==> src/rtl/rej_ntt_poly.sv <==
// -----------------------------------------------------------------------------
// rej_ntt_poly
//
// Rejection sampler for one ExpandA polynomial.  Consumes 64-bit SHAKE128
// squeeze words, slices them into 3-byte little-endian chunks, masks each chunk
// to 23 bits and writes every candidate below Q to the polynomial memory until
// N_COEF coefficients have been produced.
//
// Parameters
//   Q          rejection bound (candidate accepted iff candidate < Q)
//   N_COEF     coefficients per polynomial (<= 256)
//   BLK_WORDS  64-bit words per SHAKE128 squeeze block
//
// Ports
//   clk          clock, rising edge
//   rst          asynchronous active-high reset
//   start        one-cycle pulse, starts sampling (honoured only when idle)
//   in_data      squeeze word, byte 0 = bits [7:0]
//   in_valid     in_data valid
//   in_ready     word accepted this cycle when in_valid & in_ready
//   squeeze_req  one-cycle pulse requesting the next squeeze block
//   coef_we      coefficient write strobe
//   coef_addr    coefficient index
//   coef_data    accepted coefficient
//   busy         high from start until done
//   done         one-cycle pulse after the last coefficient write
//   rej_count    (REJ_NTT_POLY_STATS_EN only) saturating count of rejected
//                candidates since the last start
//
// Build option: define REJ_NTT_POLY_STATS_EN to add the rej_count output.
// -----------------------------------------------------------------------------
module rej_ntt_poly #(
    parameter int unsigned Q         = 8380417,
    parameter int unsigned N_COEF    = 256,
    parameter int unsigned BLK_WORDS = 21
) (
    input  logic        clk,
    input  logic        rst,
    input  logic        start,
    input  logic [63:0] in_data,
    input  logic        in_valid,
    output logic        in_ready,
    output logic        squeeze_req,
    output logic        coef_we,
    output logic [7:0]  coef_addr,
    output logic [22:0] coef_data,
    output logic        busy,
    output logic        done
`ifdef REJ_NTT_POLY_STATS_EN
   ,output logic [15:0] rej_count
`endif
);

    localparam int unsigned WW      = (BLK_WORDS > 1) ? $clog2(BLK_WORDS) : 1;
    localparam logic [23:0] Q_V     = 24'(Q);
    localparam logic [8:0]  LAST_IX = 9'(N_COEF - 1);
    localparam logic [WW-1:0] LAST_W = WW'(BLK_WORDS - 1);

    typedef enum logic [1:0] {
        S_IDLE,
        S_RUN,
        S_FLUSH,
        S_DONE
    } state_t;

    state_t          state_q, state_d;

    logic [87:0]     buf_q, buf_d;
    logic [3:0]      fill_q, fill_d;
    logic [8:0]      cnt_q, cnt_d;
    logic [WW-1:0]   wcnt_q, wcnt_d;
    logic            coef_we_q, coef_we_d;
    logic [7:0]      coef_addr_q, coef_addr_d;
    logic [22:0]     coef_data_q, coef_data_d;

    logic            run;
    logic            accept;
    logic            extract;
    logic [22:0]     cand;
    logic            cand_ok;
    logic            last;
    logic            wrap;
    logic            start_go;
    logic [87:0]     shifted;
    logic [3:0]      base;

    // ---------------------------------------------------------------------
    // Handshake and chunk decode
    // ---------------------------------------------------------------------
    assign run      = (state_q == S_RUN);
    assign start_go = (state_q == S_IDLE) && start;
    // Accepting only at fill <= 3 keeps fill <= 10 bytes, inside the 11-byte buffer.
    assign in_ready = run && (fill_q <= 4'd3);
    assign accept   = in_valid && in_ready;
    assign extract  = run && (fill_q >= 4'd3);
    assign cand     = {buf_q[22:16], buf_q[15:0]};
    assign cand_ok  = ({1'b0, cand} < Q_V);
    // The final accepted chunk is known at extraction, so the state moves to
    // FLUSH on the same edge that registers the last write.
    assign last     = extract && cand_ok && (cnt_q == LAST_IX);
    assign wrap     = accept && (wcnt_q == LAST_W);
    assign squeeze_req = wrap && !last;

    // ---------------------------------------------------------------------
    // FSM
    // ---------------------------------------------------------------------
    always_ff @(posedge clk or posedge rst) begin
        if (rst) begin
            state_q <= S_IDLE;
        end else begin
            state_q <= state_d;
        end
    end

    always_comb begin
        state_d = state_q;
        busy    = 1'b0;
        done    = 1'b0;
        case (state_q)
            S_IDLE: begin
                if (start) begin
                    state_d = S_RUN;
                end
            end
            S_RUN: begin
                busy = 1'b1;
                if (last) begin
                    state_d = S_FLUSH;
                end
            end
            S_FLUSH: begin
                busy    = 1'b1;
                state_d = S_DONE;
            end
            S_DONE: begin
                busy    = 1'b1;
                done    = 1'b1;
                state_d = S_IDLE;
            end
            default: begin
                state_d = S_IDLE;
            end
        endcase
    end

    // ---------------------------------------------------------------------
    // Byte buffer, counters and registered coefficient write
    // ---------------------------------------------------------------------
    always_comb begin
        shifted     = extract ? (buf_q >> 24) : buf_q;
        base        = extract ? (fill_q - 4'd3) : fill_q;
        buf_d       = shifted;
        fill_d      = base;
        cnt_d       = cnt_q;
        wcnt_d      = wcnt_q;
        coef_we_d   = 1'b0;
        coef_addr_d = coef_addr_q;
        coef_data_d = coef_data_q;

        // New word lands directly above the bytes left after this cycle's extraction.
        if (accept) begin
            buf_d  = shifted | ({24'd0, in_data} << {base, 3'b000});
            fill_d = base + 4'd8;
            wcnt_d = wrap ? '0 : wcnt_q + WW'(1);
        end

        if (extract && cand_ok) begin
            coef_we_d   = 1'b1;
            coef_addr_d = cnt_q[7:0];
            coef_data_d = cand;
            cnt_d       = cnt_q + 9'd1;
        end

        // Bytes left over after the last coefficient are dropped.
        if (last) begin
            buf_d  = '0;
            fill_d = '0;
        end

        if (start_go) begin
            buf_d  = '0;
            fill_d = '0;
            cnt_d  = '0;
            wcnt_d = '0;
        end
    end

    always_ff @(posedge clk or posedge rst) begin
        if (rst) begin
            buf_q       <= '0;
            fill_q      <= '0;
            cnt_q       <= '0;
            wcnt_q      <= '0;
            coef_we_q   <= 1'b0;
            coef_addr_q <= '0;
            coef_data_q <= '0;
        end else begin
            buf_q       <= buf_d;
            fill_q      <= fill_d;
            cnt_q       <= cnt_d;
            wcnt_q      <= wcnt_d;
            coef_we_q   <= coef_we_d;
            coef_addr_q <= coef_addr_d;
            coef_data_q <= coef_data_d;
        end
    end

    assign coef_we   = coef_we_q;
    assign coef_addr = coef_addr_q;
    assign coef_data = coef_data_q;

`ifdef REJ_NTT_POLY_STATS_EN
    // ---------------------------------------------------------------------
    // Rejection statistics
    // ---------------------------------------------------------------------
    logic [15:0] rej_q, rej_d;

    always_comb begin
        rej_d = rej_q;
        if (start_go) begin
            rej_d = '0;
        end else if (extract && !cand_ok && (rej_q != '1)) begin
            rej_d = rej_q + 16'd1;
        end
    end

    always_ff @(posedge clk or posedge rst) begin
        if (rst) begin
            rej_q <= '0;
        end else begin
            rej_q <= rej_d;
        end
    end

    assign rej_count = rej_q;
`endif

endmodule

==> config.mk <==
export PLATFORM = sky130hd
export DESIGN_NAME = rej_ntt_poly
export DESIGN_NICKNAME = d
export VERILOG_FILES = /design/src/rtl/rej_ntt_poly.sv
export SDC_FILE = /design/constraint.sdc
export NUM_CORES = 1
export LEC_CHECK = 0
export CAP_MARGIN = 20
export CORE_ASPECT_RATIO = 1.25
export CORE_MARGIN = 8
export CORE_UTILIZATION = 51
export DETAILED_ROUTE_END_ITERATION = 7
export PLACE_DENSITY = 0.79
export SLEW_MARGIN = 25
export SYNTH_ARGS = -nofsm -noshare
export SYNTH_HDL_FRONTEND = slang
export SYNTH_SLANG_ARGS = --single-unit
==> constraint.sdc <==
create_clock -name clk -period 3.85 [get_ports clk]
set_input_delay 0.385 -clock clk [delete_from_list [all_inputs] [get_ports clk]]
set_output_delay 0.385 -clock clk [all_outputs]
set_load 0.02 [all_outputs]
## Word-level counts from Yosys, hierarchy flattened

Index checks and enable logic that the tools add are counted.

| operators by class | value |
|---|---|
| multiply operators | 0 |
| magnitude comparators | 3 |
| reduce and logical (&&, ||, !) cells | 14 |
| bitwise gates (word level) | 1 |
| mux-type cells | 19 |
| equal/unequal tests | 7 |
| div/mod/pow operators | 0 |
| add/sub/neg operators | 4 |
| shift operators | 1 |

Operators with widths:

| kind | count |
|---|---|
| $mux 88 | 4 |
| $or 88x88->88 | 1 |
| $shl 64x7->88 | 1 |
| $lt 23x23->1 const B | 1 |
| $mux 9 | 2 |
| $mux 4 | 4 |
| $mux 5 | 3 |
| $add 9x1->9 const B | 1 |
| $eq 9x8->1 const B | 1 |
| $logic_and 1x1->1 | 8 |
| $pmux 2 s4 | 1 |
| $add 5x1->5 const B | 1 |
| $eq 5x5->1 const B | 1 |
| $add 4x4->4 const B | 1 |
| $eq 2x2->1 const B | 2 |
| $ge 4x2->1 const B | 1 |
| $le 4x2->1 const B | 1 |
| $mux 2 | 2 |
| $reduce_bool 2->1 | 2 |
| $sub 4x2->4 const B | 1 |
| $mux 1 | 3 |
| $reduce_or 3->1 | 1 |
| $eq 2x1->1 const B | 1 |
| $logic_not 2->1 | 1 |
| other kinds (4) | 4 |

| storage, ports and cells | value |
|---|---|
| bits in read-only memories | 0 |
| RAM bits | 0 |
| memories | 0 |
| word-level logic and storage cells | 57 |
| bits in registers | 140 |
| output and inout port bits | 36 |
| input port bits | 68 |
| latch bits | 0 |

## Logic depth before layout (Yosys ltp)

| logic depth | value |
|---|---|
| word-level depth | 8 |
| gate-level depth with buffers | 11 |
| depth with buffers taken out | 8 |

## Least setup slack after synthesis

No wires, ideal clock.

| timing | value |
|---|---|
| path kind | reg-to-output |
| start | register state_q[1] |
| end | output port squeeze_req |
| setup slack | 1.469 ns |
| cell stages (with the launch flop) | 7 |
| buffers on the path | 1 |
| arrival | 1.996 ns |
| required time | 3.465 ns |
| cell sequence | dfrtp_1 -> inv_1 -> ha_1 -> nor3b_2 -> and2_0 -> clkbuf_1 -> and4_1 |

| between the ends | value |
|---|---|
| elaborated cells on any way between the ends | 9 |

RTL lines:

| item | line | RTL |
|---|---|---|
| start: declaration | 66 | `state_t state_q, state_d;` |
| start signal: assignment | 111 | `state_q <= state_d;` |
| $eq 2x1->1 | 90 | `assign run = (state_q == S_RUN);` |
| $logic_and 1x1->1 | 93 | `assign in_ready = run && (fill_q <= 4'd3);` |
| named net in_ready | 42 | `output logic in_ready,` |
| $logic_and 1x1->1 | 94 | `assign accept = in_valid && in_ready;` |
| $logic_and 1x1->1 | 101 | `assign wrap = accept && (wcnt_q == LAST_W);` |
| $logic_and 1x1->1 | 102 | `assign squeeze_req = wrap && !last;` |
| end: declaration | 43 | `output logic squeeze_req,` |

The timed path passes the listed nets, and every way through them passes these cells.

## Final worst setup path

| timing | value |
|---|---|
| start | register fill_q[0] |
| end | output port squeeze_req |

| between the ends | value |
|---|---|
| cells in the longest elaborated chain, start to end | 6 |
| elaborated cells on any way between the ends | 10 |

Ends and longest elaborated chain:

| item | line | RTL |
|---|---|---|
| start: declaration | 69 | `logic [3:0] fill_q, fill_d;` |
| start signal: assignment | 199 | `fill_q <= fill_d;` |
| $ge 4x2->1 | 95 | `assign extract = run && (fill_q >= 4'd3);` |
| $logic_and 1x1->1 | 95 |  |
| $logic_and 1x1->1 (2 in series) | 100 | `assign last = extract && cand_ok && (cnt_q == LAST_IX);` |
| $logic_not 1->1 | 102 |  |
| $logic_and 1x1->1 * | 102 |  |

Mark *: on every way between the ends. The rest lies on a longest branch, timed or not.

==> metrics.cfg <==
[worst_setup_path]
worst_path_largest_cell_delay_ps = 610
path_delay_family = buffers and inverters
arrival_ps = 2860
start_kind = register
end_kind = output port
path_max_fanout = 102
worstPathCellList = ha_1 > o31ai_4 > buf_12 > a21oi_4 > nand2_1 > and4_1 > clkdlybuf4s50_1
crit_cells = 7
cp.buffers_inverters = 2
rr_worst_depth = 11
cpMaxStageDelayCell = clkdlybuf4s50_1
cp.required_ps = 3460
critical_path_class = register to output port

[yosys]
synthTopCellsByArea = dfrtp_1 (41%), nand2_1 (11%), mux2i_1 (9.6%), mux2_2 (5.1%), a31oi_1 (4.8%)
synth_compound_gate_area_share = 0.174
synth-edff-count = 0
synth.avg_cell_area_um2 = 8.86
ys_ff_latch = 137
synthSimpleGateAreaFrac = 0.191
synth_top_family_by_area = simple AND/OR/NAND/NOR gates
syn_nets = 1028
synth-xor-area-share = 0.0103
netlist_instances = 950
yosys.area.top_type = dfrtp_1
seq_area_frac_synth = 0.407
async_reset_ff_frac = 1.00
synthFlopType = dfrtp_1
synth_mux_area_frac = 0.148
synth-adder-area-share = 0.0149
yosysTopAreaCellShare = 0.407
netlist_area_um2 = 8420
ys_types = 57
yosysWarningCount = 0

[grt]
grt_antenna_before_repair = 0
grt_overflow = 0
grt_pass1_wl_um = 45000
grt.total_usage = 0.276
grt_pass1_vias = 7849
grt_max_degree = 103

[power]
intPower_w = 0.00480
power-per-cell-area_nw_per_um2 = 806
cellLeakagePower_nw = 4.49
seqPwrFrac = 0.286
irDropWorstVdd_mv = 0.395
p_comb_frac = 0.496
clockPowerShare = 0.218
switchingPower_w = 0.00356
swShare = 0.426

[sta]
slew_headroom = 0.373
fin_crit_sh = 0.842
fin_worst_skew_ps = 10.0
setup_violations = 0
tightest_slew_ps = 940
post-route-min-period_ps = 3240
hold_violations = 0
drv_slew = 0
holdWs_ps = 279
setup_tns_ps = 0
rsz0062_at_grt = no
fmaxAchievable_mhz = 309

[die]
num_rows = 52
io_pins = 104
dieWidth_um = 131
start_util = 0.520
dieArea_um2 = 20900
coreArea_um2 = 16200
die_h_um = 160

[detailed_routing]
drtPass1Iterations = 6
postRouteAntennaNets = 0
via_per_inst = 6.44
wl_per_cell_um = 22.3
first_iter_violations = 900
drc = 0
num_vias = 8071
totalWireLength_um = 28000

[final_layout]
nets = 1102
fin_util = 0.640
synthToLayoutAreaGrowth_pct = 23.1
multi_input_area_um2 = 4580
n_fill_cell = 1316
final_layout_size_suffix_gt1_frac = 0.120
seq_area_um2 = 3430
num_antenna_cells = 0

[flow_run]
max_cap_viol_count = 0

[clocking]
postCtsSetupRepairBufs = 0
cts_tree = built
cts_root_buffer = clkbuf_16
worstSkewPairLatency_ps = 430
clock-sinks = 137
cts_resized = 0
clkSlewWorstSetupHoldPaths_ps = 60
clk_path_buf_depth = 2
cts-buffers-inserted = 17
htreeDepth = 4
holdBufCountCts = 0

[hold_path]
min_path_type = input pin to asynchronous set/reset pin

[placed_design]
gp_congestion = 0.954
dp_hpwl_um = 19500
port_buffers = 103

[outcome]
outcome = finished clean

kinds of logic (layout without fill, tap and decap cells):
group	count (synthesis)	after routing
XOR/XNOR	9	9
AO/OA/AOI/OAI	208	208
multiplexers	120	120
buffers and inverters	98	185
flip-flops	137	137
adder cells (fa/ha/maj)	10	10
AND/OR/NAND/NOR	368	368
metal layers:
| metal | share of wire | GRT usage | vias to the layer above | wire length [um] |
|---|---|---|---|---|
| met5 | 0 | 0 | - | 0 |
| met4 | 0.035 | 0.115 | 0 | 971 |
| met3 | 0.10 | 0.0613 | 90 | 2850 |
| met2 | 0.46 | 0.418 | 534 | 12800 |
| met1 | 0.41 | 0.372 | 3859 | 11400 |
| li1 | - | - | 3588 | - |
power by group through the flow:
| stage | combinational [W] | clock [W] | sequential, W |
|---|---|---|---|
| after floorplan | 0.00268 | 0 | 0.00243 |
| after global placement | 0.00398 | 0 | 0.00238 |
| after detailed placement | 0.00403 | 0 | 0.00241 |
| after CTS | 0.00407 | 0.00183 | 0.00239 |
| after global routing | 0.00443 | 0.00190 | 0.00246 |
| final | 0.00414 | 0.00182 | 0.00239 |
cell usage after synthesis (all sizes together) (4+ instances only):
| library cell | n |
|---|---|
| clkbuf | 45 |
| and3 | 10 |
| o311ai | 7 |
| a21oi | 29 |
| o221ai | 7 |
| nand2 | 245 |
| nand3 | 26 |
| or2 | 7 |
| o211ai | 17 |
| o21ai | 18 |
| o2111ai | 7 |
| dfrtp | 137 |
| mux2i | 81 |
| nor3b | 7 |
| ha | 10 |
| a221o | 10 |
| o22ai | 6 |
| or3 | 13 |
| buf | 36 |
| mux2 | 39 |
| inv | 17 |
| a31oi | 64 |
| a221oi | 13 |
| xor2 | 7 |
| nor2 | 28 |
| nand4 | 9 |
| nor2b | 4 |
| a211oi | 16 |
| and2 | 6 |
| nor3 | 5 |
worst paths after layout:
check | end | slack (ps) | from
max reg2reg | buf_q[66] | 770 | state_q[1]
max | squeeze_req | 610 | fill_q[0]
min in group clk | coef_data[13] | 500 | coef_data[13]
min | state_q[0] | 280 | rst
min reg2reg | coef_data[13] | 500 | coef_data[13]
max in group asynchronous | buf_q[39] | 2760 | rst
stage by stage:
| stage | instance area [um2] | std cells | setup WS [ps] | total power [W] |
|---|---|---|---|---|
| floorplan | 8420 | 950 | 1470 | 0.00511 |
| finish | 10400 | 1253 | 609 | 0.00835 |
| CTS | 10300 | 1252 | 587 | 0.00829 |
| global placement | 9690 | 1220 | 936 | 0.00636 |
| detailed placement | 9690 | 1220 | 831 | 0.00644 |
| global route | 10400 | 1253 | 470 | 0.00879 |
state kept, by name, indices dropped and copies added (netlist names):
signal	flops
state_q	2
coef_addr	8
fill_q	4
cnt_q	9
buf_q	85
coef_we	1
wcnt_q	5
coef_data	23
placed cells by master, fill, tap and decap left out, types with 7 or more instances in the layout:
cell type / n
o2111ai_1: 7
clkbuf_16: 17
a31oi_1: 64
buf_12: 7
o311ai_0: 7
or3_1: 13
o211ai_1: 17
ha_1: 10
xor2_1: 7
nor2_1: 28
nand2_1: 245
mux2i_1: 80
nand4_1: 9
o221ai_1: 7
or2_2: 7
a21oi_1: 27
clkdlybuf4s50_1: 103
a221oi_1: 13
nand3_1: 26
inv_1: 16
buf_4: 26
a221o_1: 10
o21ai_0: 14
and3_1: 10
a211oi_1: 15
dfrtp_1: 137
mux2_2: 39
cell type report:
cell class              count  area share
multi-input cells         715       0.442
clock inverters            14      0.0202
clock buffers              18      0.0424
repair buffers            136       0.132
well taps                 216      0.0261
inverters                  17     0.00652
flip-flops and latches    137       0.331
Power figures use the tool's default switching activity.
==> variant 1, RTL diff (same flow settings) <==
Change the parameter `BLK_WORDS` from 21 to 42.
--- a/src/rtl/rej_ntt_poly.sv
+++ b/src/rtl/rej_ntt_poly.sv
@@ -32,7 +32,7 @@
 module rej_ntt_poly #(
     parameter int unsigned Q         = 8380417,
     parameter int unsigned N_COEF    = 256,
-    parameter int unsigned BLK_WORDS = 21
+    parameter int unsigned BLK_WORDS = 42
 ) (
     input  logic        clk,
     input  logic        rst,
Function: no difference found for any inputs over 10 cycles, from zero or initial values and one cycle with rst high; that may be too few to reach the edited logic, so the function may still have changed.
==> variant 1 against the unedited design <==
Sequential share of layout area is 0.86 points higher; setup slack worse by 0.24 ns; critical path depth is 1 higher; combinational power is 9.7% higher; clock power is 4% lower; wire length is 3.1% lower; sequential cell count is 1 higher; non-clock buffer count is 8 lower; highest routed layer unchanged; area after synthesis is 1.7% lower; register-to-register slack worse by 0.40 ns; final area is 1.8% lower; global-route usage is 0.62 points lower; power is 3.7% higher.
==> variant 1: results <==
[yosys]
yosys-mux-area-fraction_pct = 13.2
synth-compound-area-share_pct = 15.6
syn_avg_cell_area_um2 = 8.48
yosys-top-cells-count = 306 x nand2_1, 138 x dfrtp_1, 67 x a31oi_1
synth_fa_ha_area_share_pct = 1.51
synth_xor_area_share_pct = 1.26
netlist_top_cells_area = dfrtp_1 42%, nand2_1 14%, mux2i_1 7.6%
synth_cell_types = 51
synth_seq_area_share_pct = 41.7
synthArstFlopShare_pct = 100

[grt]
track_usage_pct = 27.0
grt_max_degree = 98
grt_pass1_vias = 7811
grt_pass1_wl_mm = 42.9

[drt]
routed_wl_mm = 27.1
via_per_inst = 6.39
drt_pre_antenna_iters = 5
drt-wirelength-per-cell_um = 21.3
first_iter_violations = 1167

[worst_setup_path]
crit_slowest_cell = nor3_2
arrival_ns = 3.82
start_kind = register
cpPeakStageDelay_ns = 0.89
cp_max_fo = 21

[sta]
skew_ns = 0.0110
worst_pin_slew_ns = 0.921

[clock_tree]
clk_pin_slew_ns = 0.06
cts_resized = 0

[power]
internal_power_uw = 4850
vdd_drop_max_uv = 475
leakagePower_uw = 0.00443

[finish]
final_nets = 1121
final_layout_size_suffix_gt1_share_pct = 9.66
num_antenna_cells = 0

[status]
run_status = completed

[placed_design]
dp_hpwl_mm = 18.8
place_inst = 1240
place_congestion = 0.943
-- variant 1: power by group through the flow --
stage               Combinational, µW  Clock, µW  Sequential [µW]
floorplan                        2900          0             2430
global placement                 4340          0             2380
detailed placement               4410          0             2400
CTS                              4440       1760             2380
global route                     4860       1820             2440
finish                           4540       1750             2380
-- variant 1: logic make-up (layout without fill, tap and decap cells) --
group,after synthesis,count (layout)
fa+ha+maj,10,10
flops,138,138
simple gates,444,444
compound gates,188,188
xor+xnor,11,11
mux,99,99
buf+inv,86,166
-- variant 1: final timing paths --
path                              to  cells past startpoint  slack [ns]
setup / recovery           buf_q[17]                      8        0.37
setup reg to reg           buf_q[17]                      8        0.37
max in group asynchronous  buf_q[61]                      3        2.44
min in group clk           wcnt_q[5]                      1        0.48
hold reg to reg            wcnt_q[5]                      1        0.48
hold / removal              cnt_q[0]                      2        0.48
-- variant 1: stage by stage --
stage               util [%]  hold slack [ns]  cell area, µm²  setup slack [ns]  total power, µW
floorplan                  -            0.447            8280              1.28             5330
global placement        59.4            0.464            9550             0.597             6720
detailed placement      59.4            0.476            9550             0.517             6810
CTS                     63.3            0.484           10200             0.463             8580
global route            63.3            0.505           10200             0.161             9120
finish                  63.3            0.482           10200             0.368             8660
-- variant 1: worst max-delay path, delay by kind of cell, from the launching register on --
| kind | cells | cell delay, ns |
|---|---|---|
| simple gates | 4 | 1.75 |
| buf+inv | 2 | 0.53 |
| fa+ha+maj | 1 | 0.49 |
| flops | 1 | 0.41 |
| compound gates | 1 | 0.18 |
-- variant 1: routing by layer --
layer | track usage [%] | part of all wire, % | vias to the layer above
li1 | - | - | 3605
met1 | 33.7 | 38 | 3878
met2 | 43.0 | 47 | 536
met4 | 13.3 | 4.4 | 0
met5 | 0 | 0 | -
met3 | 6.50 | 9.8 | 105
-- variant 1: final cells by class --
class | count | area (µm²)
clock buffers | 19 | 433
clock inverters | 13 | 190
fillers | 1351 | 5900
inverters | 6 | 26.3
multi-input cells | 752 | 4530
flip-flops and latches | 138 | 3450
well taps | 216 | 270
repair buffers | 128 | 1270
==> variant 2, RTL diff (config.mk and constraints unchanged) <==
Without the edit above. Take the reset off `buf_q` and load it in a clocked block of its own.
--- a/src/rtl/rej_ntt_poly.sv
+++ b/src/rtl/rej_ntt_poly.sv
@@ -187,7 +187,6 @@
 
     always_ff @(posedge clk or posedge rst) begin
         if (rst) begin
-            buf_q       <= '0;
             fill_q      <= '0;
             cnt_q       <= '0;
             wcnt_q      <= '0;
@@ -195,7 +194,6 @@
             coef_addr_q <= '0;
             coef_data_q <= '0;
         end else begin
-            buf_q       <= buf_d;
             fill_q      <= fill_d;
             cnt_q       <= cnt_d;
             wcnt_q      <= wcnt_d;
@@ -205,6 +203,10 @@
         end
     end
 
+    always_ff @(posedge clk) begin
+        buf_q <= buf_d;
+    end
+
     assign coef_we   = coef_we_q;
     assign coef_addr = coef_addr_q;
     assign coef_data = coef_data_q;
Function: no difference found for any inputs over 10 cycles, from zero or initial values and one cycle with rst high; that may be too few to reach the edited logic, so the function may still have changed.
==> variant 2 against the unedited design <==
Combinational power decreased by 11%; area after synthesis fell by 11%; first-iteration DRC count is 11% lower; die area shrank 9.6%; sequential cell count unchanged; critical endpoint unchanged; power decreased by 8.0%; final area is 11% lower; register-to-register slack got worse by 0.10 ns; critical path type unchanged; wire length decreased by 11%; critical path depth did not move; setup slack got worse by 0.17 ns.
==> variant 2: results <==
[status]
run_status = completed

[worst_setup_path]
r2r_cells = 7
crit_start = state_q[1]
cp_max_fo = 8
r2r-end = buf_q[67]
crit_cells = 7
cp_top_family = simple AND/OR/NAND/NOR gates
arrival_ns = 3.02
r2r_setup_slack_ns = 0.67
r2r-start = fill_q[0]
cpPeakStageDelay_ns = 0.63
crit_slowest_cell = clkdlybuf4s50_1

[placed_design]
place_area_mm2 = 0.00866
dp_hpwl_mm = 17.2
place_ws_ns = 0.785
place_congestion = 0.948

[finish]
final_nets = 1013
multi_input_cells = 641
fill_cells = 1233
multi_input_area_mm2 = 0.00417
top_register = buf_q
num-nonclk-buffers = 126
final_layout_size_suffix_gt1_share_pct = 11.1
n_clock_buffer = 17
buffer_area_share_pct = 13.2
seq_area_mm2 = 0.00300
clk_share_pct = 6.31
largest_reg_flops = 85
instances_no_fill = 1126
inv_count = 12
num_antenna_cells = 0

[clock_tree]
cts_setup_buffers = 0
clock_latency_ns = 0.42

[power]
vdd_drop_max_uv = 500
leakagePower_uw = 0.00384

[grt]
grt_pass1_wl_mm = 39.0
use_met2_pct = 42.2
antenna_found_initial = 0
grtUsageMet1_pct = 31.6
track_usage_pct = 25.9
grt_max_degree = 90
grt_pass1_vias = 7038
use_met3_pct = 6.02

[drt]
drt-wirelength-per-cell_um = 22.0
vias = 7245
first_iter_violations = 799

[yosys]
synth_fp_nets = 939
synth_cells = 861
netlist_top_cells_area = dfxtp_1 23%, dfrtp_1 17%, nand2_1 11%
yosysWarningCount = 0
synth_cell_types = 60
yosys-top-cells-count = 213 x nand2_1, 85 x dfxtp_1, 74 x mux2i_1
synth_seq_area_share_pct = 39.9
synthArstFlopShare_pct = 38.0
synthFlopType = dfxtp_1

[sta]
relSlewSlack_pct = 30.1
holdWs_ns = 0.322
fmax_mhz = 293
skew_ns = 0.00839

[floorplan]
fp-row-count = 49
[variant 2: kinds of logic after synthesis]
| kind of cell | share of synthesized area [%] |
|---|---|
| DFF | 39.9 |
| AOI/OAI and AO/OA | 18.2 |
| xor gates and xnor gates | 1.41 |
| and+or+nand+nor | 17.9 |
| buffers and inverters | 4.96 |
| adders and majority gates | 1.66 |
| muxes | 15.8 |
[variant 2: metal layers]
layer,wire (µm),up-vias
li1,-,3272
met1,9860,3404
met2,11300,469
met3,2540,100
met4,1090,0
met5,0,-
[variant 2: stage by stage]
step                      total power [µW]  util [%]
after floorplan                       4850         -
after global placement                5920      60.1
after detailed placement              6000      60.1
after CTS                             7630      64.1
after global routing                  8090      64.1
final                                 7690      64.1
[variant 2: power by group]
group / internal, µW / switching [µW]
clock: 916 / 711
sequential: 1980 / 382
combinational: 1540 / 2160
total: 4440 / 3250
